--- config.mk ---
export PLATFORM = sky130hd
export DESIGN_NAME = priority_encoder_hs
export DESIGN_NICKNAME = d
export VERILOG_FILES = /design/src/rtl/encoder_pkg.sv /design/src/rtl/priority_encoder_hs_prio_find.sv /design/src/rtl/priority_encoder_hs.sv
export SDC_FILE = /design/constraint.sdc
export NUM_CORES = 1
export LEC_CHECK = 0
export CAP_MARGIN = 20
export CORE_ASPECT_RATIO = 1.75
export CORE_MARGIN = 5
export CORE_UTILIZATION = 39
export CTS_CLUSTER_SIZE = 30
export DETAILED_ROUTE_END_ITERATION = 16
export PLACE_DENSITY = 0.76
export SYNTH_ARGS = -nofsm -noshare
export SYNTH_HDL_FRONTEND = slang
export SYNTH_HIERARCHICAL = 1
export SYNTH_SLANG_ARGS = --single-unit
--- constraint.sdc ---
create_clock -name clk -period 2.1 [get_ports clk]
set_clock_uncertainty 0.05 [all_clocks]
set_input_delay 0.315 -clock clk [delete_from_list [all_inputs] [get_ports clk]]
set_output_delay 0.315 -clock clk [all_outputs]
set_load 0.02 [all_outputs]
--- src/rtl/encoder_pkg.sv ---
// encoder_pkg: shared state encoding and size limit for priority_encoder_hs.
package encoder_pkg;
    typedef enum logic {IDLE = 1'b0, VALID = 1'b1} state_t;
    localparam int MAX_N = 32;
endpackage

--- src/rtl/priority_encoder_hs_prio_find.sv ---
// prio_find: first set bit of vector at or after start, wrapping from N-1 to 0.
module prio_find #(
    parameter  int N = 8,
    localparam int W = $clog2(N)
) (
    input  logic [N-1:0] vector,
    input  logic [W-1:0] start,
    output logic         found,
    output logic [W-1:0] index
);
    always_comb begin
        int p;
        found = 1'b0;
        index = '0;
        p     = 0;
        // Walk offsets from farthest to nearest so the nearest hit is written last.
        for (int k = N - 1; k >= 0; k--) begin
            p = int'(start) + k;
            if (p >= N) p = p - N;
            if (vector[p]) begin
                found = 1'b1;
                index = W'(p);
            end
        end
    end
endmodule

--- src/rtl/priority_encoder_hs.sv ---
// priority_encoder_hs: sticky-pending N:log2(N) encoder with valid/ack handshake.
// Define ROTATE_PRIORITY_EN for round-robin priority; default is fixed (bit 0 highest).
module priority_encoder_hs
    import encoder_pkg::*;
#(
    parameter  int N = 8,
    localparam int W = $clog2(N)
) (
    input  logic         clk,
    input  logic         rst,
    input  logic [N-1:0] req,
    input  logic         en,
    input  logic         ack,
    output logic [W-1:0] idx,
    output logic         valid,
    output logic [N-1:0] pending
);
    if (N < 2 || N > MAX_N) begin : g_bad_n
        $error("priority_encoder_hs: N out of range");
    end

    state_t         r_state;
    state_t         w_next;
    logic [N-1:0]   r_pending;
    logic [N-1:0]   w_clr;
    logic [W-1:0]   r_idx;
    logic [W-1:0]   w_start;
    logic [W-1:0]   w_index;
    logic           w_found;
    logic           w_ack;
    logic           w_grant;

    assign w_ack   = (r_state == VALID) && ack;
    assign w_grant = (r_state == IDLE) && en && w_found;
    assign w_clr   = w_ack ? ({{(N-1){1'b0}}, 1'b1} << r_idx) : '0;

`ifdef ROTATE_PRIORITY_EN
    logic [W-1:0] r_last;
    always_ff @(posedge clk) begin
        if (rst)        r_last <= W'(N - 1);
        else if (w_ack) r_last <= r_idx;
    end
    assign w_start = (r_last == W'(N - 1)) ? '0 : r_last + 1'b1;
`else
    assign w_start = '0;
`endif

    prio_find #(.N(N)) u_find (
        .vector (r_pending),
        .start  (w_start),
        .found  (w_found),
        .index  (w_index)
    );

    always_comb begin
        w_next = (r_state == IDLE) ? (w_grant ? VALID : IDLE) : (ack ? IDLE : VALID);
    end

    // A req bit set in the same cycle as its clear wins and stays pending.
    always_ff @(posedge clk) begin
        if (rst) begin
            r_state   <= IDLE;
            r_pending <= '0;
            r_idx     <= '0;
        end else begin
            r_state   <= w_next;
            r_pending <= (r_pending & ~w_clr) | req;
            if (w_grant) r_idx <= w_index;
        end
    end

    assign idx     = r_idx;
    assign valid   = (r_state == VALID);
    assign pending = r_pending;
endmodule
Word-level counts from Yosys, hierarchy flattened
Index checks and enable logic that the tools add are counted.
Word-level totals
  memories: 0
  RAM bits: 0
  bits in registers: 12
  latch bits: 0
  input bits: 12
  word-level logic and storage cells: 31
  ROM bits: 0
Cells by class
  order comparisons: 0
  bitwise logic cells: 4
  reductions and logical operators: 3
  multiplexer cells: 20
  divide/modulo/power cells: 0
  add/sub/neg operators: 0
  shift operators: 1
  equal/unequal tests: 0
  multipliers: 0
Operator list (number)
  two-way mux 3 bit: 8
  two-way mux 1 bit: 11
  bitwise AND 8 bit: 1
  two-way mux 8 bit: 1
  inverter 8 bit: 1
  bitwise OR 8 bit: 1
  left shift 1 x 3 -> 8 bit (first input constant): 1
  logical AND 1 bit: 3
  inverter 1 bit: 1

Logic depth before layout (Yosys ltp)
  depth after elaboration: 11
  mapped depth: 13

Modules after synthesis
The synthesis kept the hierarchy.
By module, submodules not included
  prio_find: instances 1, cells each 90, area an instance 782.0 um^2
  priority_encoder_hs: instances 1, cells each 53, area an instance 516.7 um^2

Worst setup path before layout
Ideal clock, no wire load.
  path kind: register to register
  start: register r_pending[5], in the netlist pending[5]
  end: register r_idx[0], in the netlist idx[0]
  stages on the path, launching flop included: 9
  arrival time: 2005 ps
  data required time: 1932 ps
  setup slack: -73 ps
  cells stage by stage: dfxtp_1 > mux4_2 > mux2_4 > o21ai_2 > a31oi_1 > o21bai_1 > mux2_1 > nand2b_1 > mux2i_1
On the way
  elaborated cells between the ends (all ways): 13
  those cells by class: mux (12); reduce/logical (1)
RTL lines
  start: declaration: RTL line priority_encoder_hs.sv:24  | logic [N-1:0] r_pending;
  start signal: assignment: RTL line priority_encoder_hs.sv:67  | r_pending <= (r_pending & ~w_clr) | req;
  two-way mux 3 bit (6 in a row): RTL line priority_encoder_hs_prio_find.sv:20  | if (vector[p]) begin
  named net w_index[0]: RTL line priority_encoder_hs.sv:28  | logic [W-1:0] w_index;
  end signal: assignment: RTL line priority_encoder_hs.sv:68  | if (w_grant) r_idx <= w_index;
  end: declaration: RTL line priority_encoder_hs.sv:26  | logic [W-1:0] r_idx;
The timed path passes the listed nets, and every way through them passes these cells.
A chain may end at the register's enable or synchronous reset.

Worst setup path after layout
  start: register r_pending[5], in the netlist pending[5]
  end: register r_idx[2], in the netlist idx[2]
Same word-level chain as after synthesis.

==> results_dict.tcl <==
set metrics [dict create \
    sw_frac_of_total_pct 35.4 \
    clk_pin_slew_ns 0.05 \
    clock_sinks 12 \
    die_y_um 86.3 \
    synth-async-reset-ratio_pct 0 \
    dieWidth_um 53.6 \
    nFillCells 320 \
    avgSynthCellArea_um2 9.08 \
    synth_area_leaders "dfxtp_1 (18%), mux4_1 (10%), mux4_2 (8.7%)" \
    syn_inst 143 \
    finalPower_mw 0.958 \
    antenna_found_initial 0 \
    rsz0062_at_grt "yes" \
    ys.flop_type "dfxtp_1" \
    ff2ff_setup_slack_ns 0.04 \
    grt_max_degree 20 \
    viasPerCell 5.65 \
    synth_edf_count 0 \
    rows 27 \
    dr.pass1.iters 4 \
    outcome "completed" \
    portBuffers 23 \
    fin_crit_sh_pct 98.0 \
    power.switching_mw 0.340 \
    vias 1276 \
    clockPowerShare_pct 22.2 \
    clock_path_buffers 2 \
    synth_top_cell_area_share_pct 18.5 \
    initial_core_util_pct 40.9 \
    worstSetupPathType "reg2reg" \
    ys_seq_area_share_pct 18.5 \
    clockRootBuffer "clkbuf_8" \
    hpwl_mm 2.87 \
    synth_top_cell_by_area "dfxtp_1" \
    ios 24 \
    hold_viol 0 \
    setup_violations 0 \
    fin_util_pct 53.8 \
    drive_above_1_share_pct 17.5 \
    cts_buffers 3 \
    vdd_drop_max_mv 0.445 \
    grt.total_usage_pct 16.5 \
    p_int_mw 0.619 \
    cp-start-kind "flip-flop" \
    crit_path_max_incr_delay_ns 0.45 \
    setup_tns_ns 0 \
    grt_pass1_vias 1296 \
    pwr-share-seq_pct 28.8 \
    place_congestion 0.962 \
    wl_mm 3.57 \
    syn2layout_area_growth_pct 31.6 \
    gr-total-overflow 0 \
    yosysWarnings 6 \
    worstPathRequired_ns 2.16 \
    wl_per_cell_um 15.8 \
    finalNetCount 198 \
    grt_pass1_wl_mm 5.84 \
    dieArea_mm2 0.00463 \
    drv_cap 0 \
    fmax_mhz 486 \
    core_mm2 0.00318 \
    slowest_stage "mux4_2" \
    synth_cell_type_count 48 \
    cp_cell_sequence "mux4_2, buf_4, a311oi_2, a21oi_1, nor4b_2, o22ai_1, nand2b_1, mux2i_1" \
    final_period_minus_worst_setup_slack_ns 2.06 \
    worstSkewPairLatency_ns 0.24 \
    cp_max_fo 6 \
    ys_seq_elements 12 \
    final_max_slew_viol_count 0 \
    drt_iter0_drc 17 \
    detail_route.drc_violations 0 \
    powerDensity_mw_per_mm2 561 \
    synth.cell_area_mm2 0.00130 \
    hold_class "reg2reg" \
    cts-htree-levels 1 \
    end_kind "flip-flop" \
    cts_hold_buf 0 \
    p_leak_nw 0.700 \
    combPwrFrac_pct 48.9 \
    tritoncts "yes" \
    arrival_ns 2.12 \
    antennaDiodeCount 0 \
    ant_nets 0 \
]
==> sequential cells by signal, summed over array words and instances, names as in the netlist <==
register,flops
valid,1
idx,3
pending,8
==> logic make-up (layout without fill, tap and decap cells) <==
kind of cell,count (synthesis),count (layout),share of synthesized area (%)
adders and majority gates,2,2,1.93
muxes,23,23,29.7
DFF,12,12,18.5
and+or+nand+nor,52,52,21.7
xor gates and xnor gates,3,3,2.02
AOI/OAI and AO/OA,37,37,20.0
buffers and inverters,13,44,5.88
other,1,10,0.289
==> per-stage QoR <==
stage | setup WS, ns | cells | instance area (um2) | hold WS (ns)
2_1_floorplan | -0.00153 | 152 | 1340 | 0.427
3_3_place_gp | -0.0362 | 222 | 1650 | 0.445
6_report | 0.0419 | 226 | 1710 | 0.466
5_1_grt | -0.0900 | 226 | 1710 | 0.508
3_5_place_dp | -0.00605 | 222 | 1650 | 0.452
4_1_cts | 0.0133 | 226 | 1700 | 0.469
==> cell usage in the layout, fill, tap and decap left out, types with 4 or more instances in the layout <==
cell              n
nand2_1           9
buf_4            12
conb_1           10
clkdlybuf4s50_1  23
and3b_1           4
a211oi_1          9
mux2i_1           7
nand2b_1          6
dfxtp_1          11
mux4_2            7
nor2_1           14
inv_1             5
mux2_2            4
nor3b_1           4
a21oi_1           7
nor3_1            4
==> layer usage <==
metal	track usage [%]	part of all wire [%]
met5	0	0
met4	6.28	3.6
met3	2.58	3.1
met2	31.2	55
met1	17.1	38
==> final cells by class <==
cell class                      count  area (um2)  area share (%)
Clock buffer                        4        45.0            2.64
Inverter                            5        18.8            1.10
Multi-Input combinational cell    127        1030            60.1
Sequential cell                    12         244            14.3
Tap cell                           43        53.8            3.15
Timing Repair Buffer               35         320            18.7
==> power groups by stage <==
stage | combinational [mW] | clock [mW] | sequential, mW
final | 0.469 | 0.213 | 0.276
after CTS | 0.448 | 0.216 | 0.276
after floorplan | 0.274 | 0 | 0.306
after global placement | 0.438 | 0 | 0.277
after detailed placement | 0.443 | 0 | 0.280
after global routing | 0.512 | 0.228 | 0.279
==> cells in the mapped netlist (2+ instances only) <==
cell      number
nor2_1        14
dfxtp_1       12
a211oi_1       9
nand2_1        9
a21oi_1        7
mux2i_1        7
nand2b_1       6
inv_1          5
mux4_1         5
mux4_2         5
and3b_1        4
mux2_2         4
nor3_1         4
nor3b_1        4
a31oi_1        3
buf_4          3
nor2b_1        3
and2_1         2
and3_1         2
buf_6          2
clkbuf_1       2
ha_1           2
o21ai_0        2
o22ai_1        2
xor2_1         2
==> what timing repair did <==
item	in CTS	in global routing
buffers inserted	0	0
cloned	0	0
resized for setup	1	4
pin swaps	1	3
setup endpoints to repair	1	4
hold endpoints to repair	0	0
==> final timing paths <==
check,startpoint,to,cells past startpoint
max reg2reg,pending[5],idx[2],8
min reg2reg,idx[2],idx[2],2
max,pending[5],idx[2],8
min,idx[2],idx[2],2
==> critical path, delay by kind of cell, from the launching register on <==
kind / cells / cell delay, ns
AO/OA/AOI/OAI: 3 / 0.48
multiplexers: 2 / 0.53
buffers and inverters: 1 / 0.18
AND/OR/NAND/NOR: 2 / 0.36
flip-flops: 1 / 0.33
(Power assumes the default switching activity.)
